## config.mk

```make
export PLATFORM = sky130hd
export DESIGN_NAME = block_ram_bridge
export DESIGN_NICKNAME = d
export VERILOG_FILES = /design/src/rtl/block_ram_bridge.sv
export SDC_FILE = /design/constraint.sdc
export NUM_CORES = 1
export LEC_CHECK = 0
export ABC_AREA = 1
export ABC_CLOCK_PERIOD_IN_PS = 2400
export BUFFER_PORTS_ARGS = -buffer_cell sky130_fd_sc_hd__buf_2
export CORE_ASPECT_RATIO = 1.75
export CORE_MARGIN = 4
export CORE_UTILIZATION = 50
export CTS_CLUSTER_SIZE = 20
export DETAILED_ROUTE_END_ITERATION = 7
export HOLD_SLACK_MARGIN = 0.03
export PLACE_DENSITY = 0.81
export SYNTH_ARGS = -nofsm -noshare
export SYNTH_HDL_FRONTEND = slang
export SYNTH_SLANG_ARGS = --single-unit
```

## constraint.sdc

```tcl
create_clock -name clk -period 2.4 [get_ports clk]
set_clock_uncertainty 0.2 [all_clocks]
set_input_delay 0.12 -clock clk [delete_from_list [all_inputs] [get_ports clk]]
set_output_delay 0.12 -clock clk [all_outputs]
set_load 0.1 [all_outputs]
```

## src/rtl/block_ram_bridge.sv

```systemverilog
// Valid/ready request/response front end for a single-port BlockRam.
// Hides the one-cycle read latency and does byte-strobed writes as read-modify-write.
module block_ram_bridge #(
  parameter int unsigned DATA_WIDTH = 32,
  parameter int unsigned ADDR_WIDTH = 8
) (
  input  logic                    clk,
  input  logic                    rst,
  input  logic                    req_valid,
  output logic                    req_ready,
  input  logic                    req_we,
  input  logic [ADDR_WIDTH-1:0]   req_addr,
  input  logic [DATA_WIDTH-1:0]   req_wdata,
  input  logic [DATA_WIDTH/8-1:0] req_strb,
  output logic                    rsp_valid,
  input  logic                    rsp_ready,
  output logic [DATA_WIDTH-1:0]   rsp_rdata,
  output logic [DATA_WIDTH-1:0]   ram_din,
  output logic [ADDR_WIDTH-1:0]   ram_addr,
  output logic                    ram_we,
  input  logic [DATA_WIDTH-1:0]   ram_dout
);

  localparam int unsigned STRB_WIDTH = DATA_WIDTH / 8;

  typedef enum logic [1:0] {StIdle, StRd, StMerge} state_e;

  state_e                  state_q, state_d;
  logic [ADDR_WIDTH-1:0]   addr_q;
  logic [DATA_WIDTH-1:0]   wdata_q;
  logic [STRB_WIDTH-1:0]   strb_q;
  logic                    rsp_valid_q, rsp_valid_d;
  logic [DATA_WIDTH-1:0]   rsp_rdata_q, rsp_rdata_d;
  logic [DATA_WIDTH-1:0]   merged;
  logic                    accept;
  logic                    strb_full, strb_null;

  assign req_ready = (state_q == StIdle) && !rst && (!rsp_valid_q || rsp_ready);
  assign accept    = req_valid && req_ready;
  assign strb_full = &req_strb;
  assign strb_null = ~|req_strb;
  assign rsp_valid = rsp_valid_q;
  assign rsp_rdata = rsp_rdata_q;

  always_comb begin
    merged = '0;
    for (int i = 0; i < int'(STRB_WIDTH); i++) begin
      merged[8*i +: 8] = strb_q[i] ? wdata_q[8*i +: 8] : ram_dout[8*i +: 8];
    end
  end

  // RD and MERGE are only entered with the response slot empty, so they load it unconditionally.
  always_comb begin
    state_d     = state_q;
    ram_addr    = addr_q;
    ram_din     = wdata_q;
    ram_we      = 1'b0;
    rsp_valid_d = rsp_valid_q && !rsp_ready;
    rsp_rdata_d = rsp_rdata_q;
    case (state_q)
      StIdle: begin
        ram_addr = req_addr;
        ram_din  = req_wdata;
        if (accept) begin
          if (!req_we) begin
            state_d = StRd;
          end else if (strb_full) begin
            ram_we      = 1'b1;
            rsp_valid_d = 1'b1;
            rsp_rdata_d = '0;
          end else if (strb_null) begin
            rsp_valid_d = 1'b1;
            rsp_rdata_d = '0;
          end else begin
            state_d = StMerge;
          end
        end
      end
      StRd: begin
        rsp_valid_d = 1'b1;
        rsp_rdata_d = ram_dout;
        state_d     = StIdle;
      end
      StMerge: begin
        ram_din     = merged;
        ram_we      = 1'b1;
        rsp_valid_d = 1'b1;
        rsp_rdata_d = '0;
        state_d     = StIdle;
      end
      default: state_d = StIdle;
    endcase
    if (rst) begin
      ram_we = 1'b0;
    end
  end

  always_ff @(posedge clk) begin
    if (rst) begin
      state_q     <= StIdle;
      rsp_valid_q <= 1'b0;
      rsp_rdata_q <= '0;
      addr_q      <= '0;
      wdata_q     <= '0;
      strb_q      <= '0;
    end else begin
      state_q     <= state_d;
      rsp_valid_q <= rsp_valid_d;
      rsp_rdata_q <= rsp_rdata_d;
      if (accept) begin
        addr_q  <= req_addr;
        wdata_q <= req_wdata;
        strb_q  <= req_strb;
      end
    end
  end

endmodule

```

==> results.cfg <==
[status]
status = finished, final reports clean

[pwr]
totalPowerFinal_w = 0.00470
power.density_nw_per_um2 = 743
peakVddDrop_uv = 642
leakage_nw = 2.92

[synthesis]
yosysWarnings = 0
synth_edf_count = 0
synth_cells = 628
dominantRegCellSynth = dfxtp_1
ys_ff_latch = 79
yosysTopAreaCellShare_pct = 38.3
synth_nets = 714
netlist_area_um2 = 4130
syn_avg_cell_area_um2 = 6.58
yosysMostFrequentCell = nand2_1
ys_top_cells_by_count = nand2_1, o21ai_0, a21oi_1, dfxtp_1, nor2_1
seq_area_frac_synth_pct = 38.3
yosysTopAreaCell = dfxtp_1
synthTopCellsByArea = dfxtp_1, nand2_1, o21ai_0
post_synth_num_cell_types = 23
async_flop_share_pct = 0

[cts]
cts_max_level = 3
clkSlewWorstSetupHoldPaths_ns = 0.06
cts_buffer_depth = 2
clk_latency_ns = 0.34
cts_tree = done
cts_inserted_buffers = 9
root_buffer = clkbuf_16
clock-sinks = 79

[timing]
setup_viol = 0
rsz0062_at_grt = yes
tns_ns = 0
slew_headroom_pct = 50.4
fin_crit_sh_pct = 99.3
max_freq_mhz = 420
drv_slew = 0
final-hold-violation-count = 0
worst_pin_slew_ns = 0.744
finalCriticalPeriod_ns = 2.38

[detailed_routing]
routed_wl_um = 16300
postRouteAntennaNets = 0
dr.pass1.iters = 6
routed_via_density = 5.67
vias = 5304
drc = 0
wl_per_cell_um = 17.4
drt_iter0_markers = 503

[setup_path]
arrival_ns = 2.06
worstSetupStartpointType = flip-flop
crit_chain = inv_2 > ha_4 > inv_6 > nand2_8 > buf_4 > o211ai_1 > clkbuf_16
cp.required_ns = 2.08
slowest_delay_ns = 0.37
rr_worst_depth = 12
crit_type = flip-flop to output pin
timing.rr.start = state_q[1]
r2r_slack_ns = 0.23
cp-end-kind = output pin
crit_slowest_cell = dfxtp_2
worst-path-max-fanout = 29
r2r_end = rsp_rdata[31]

[global_route]
grtUsageTotal_pct = 31.6
first_global_vias = 5213
grt_first_pass_wirelength_um = 24600
grt_start_max_net_pins = 54
antenna_found_initial = 0
grt_overflow = 0

[floorplan]
fp.coreArea_um2 = 8020
start_util_pct = 51.5
die_y_um = 128
die_w_um = 76.7
fp.dieArea_um2 = 9840
placementRows = 43
io_pins = 156

[finish]
fin_util_pct = 78.9
nNetsFinal = 924
drive_gt1_share_pct = 24.6
syn_to_final_growth_pct = 53.1

[place]
routabilityCongestion = 0.928
io_buffers = 155
dp_hpwl_um = 9660

[min_path]
min_path_type = primary input to flip-flop
hold_start = ram_dout[22]
holdPathStages = 5
whs_endpoint = rsp_rdata[22]

[run]
maxCapViolCount = 0
## critical path, delay by kind of cell (launching register included)
| family | cells | cell delay, ns |
|---|---|---|
| buf+inv | 4 | 0.65 |
| flops | 1 | 0.37 |
| fa+ha+maj | 1 | 0.23 |
| compound gates | 1 | 0.30 |
| simple gates | 1 | 0.15 |
## repair_timing
| action | in CTS | in global routing |
|---|---|---|
| hold buffers | 77 | 0 |
| buffers inserted | 1 | 0 |
| cloned | 0 | 0 |
| setup endpoints to repair | 30 | 32 |
| pin swaps | 2 | 2 |
| endpoints found under the hold margin | 77 | 0 |
| gates resized for setup | 21 | 35 |
## flip-flops by register name (all words and copies together), names as in the netlist
| register | count |
|---|---|
| rsp_rdata | 32 |
| wdata_q | 32 |
| addr_q | 8 |
| strb_q | 4 |
| state_q | 2 |
| rsp_valid | 1 |
## worst max-delay path by stage
stage	startpoint	endpoint	slack (ns)	cells after the start
after floorplan	state_q[1]	ram_addr[0]	-0.37	6
after global placement	state_q[1]	rsp_rdata[23]	0.29	12
after detailed placement	state_q[1]	rsp_rdata[3]	0.21	12
after CTS	state_q[0]	ram_din[16]	0.003	7
after global routing	state_q[0]	ram_din[16]	-0.05	7
final	state_q[1]	ram_din[16]	0.02	7
## per-layer routing
layer | global-route usage, % | routed length (µm)
met5 | 0 | 0
met4 | 23.7 | 939
met3 | 7.17 | 1230
met2 | 58.0 | 8590
met1 | 30.2 | 5510
## through the flow
stage	instance area, µm²	setup slack, ns	instances	hold WS [ns]
3_3_place_gp	5090	0.288	839	0.212
4_1_cts	6220	0.00267	933	0.0320
2_1_floorplan	4210	-0.373	628	0.0553
6_report	6330	0.0176	935	0.0365
3_5_place_dp	5090	0.209	839	0.223
5_1_grt	6320	-0.0466	933	0.0478
## area by class of cell
class                   count  area (µm²)
clock inverters             5        57.6
inverters                  69         264
flip-flops and latches     79        1590
clock buffers              11         243
diodes                      2        5.00
repair buffers            247        1930
fillers                   539        1690
well taps                  90         113
multi-input cells         432        2130
## cell usage in the layout, fill, tap and decap left out, types with 14 or more instances in the layout
master / instances
buf_6: 14
dlygate4sd3_1: 77
nand3_1: 28
inv_1: 61
o21ai_0: 76
nand2_1: 124
a21oi_1: 80
nor2_1: 69
dfxtp_1: 76
buf_4: 28
buf_2: 114
o211ai_1: 32
## logic make-up after synthesis
kind of cell / share of synthesized area (%)
buffers and inverters: 11.4
and+or+nand+nor: 22.2
AOI/OAI and AO/OA: 26.6
DFF: 38.3
adders and majority gates: 1.51
## power breakdown
group          internal [W]  switching (W)
clock network      0.000832       0.000544
logic              0.000494        0.00137
registers           0.00141      0.0000598
(Power assumes the default switching activity.)
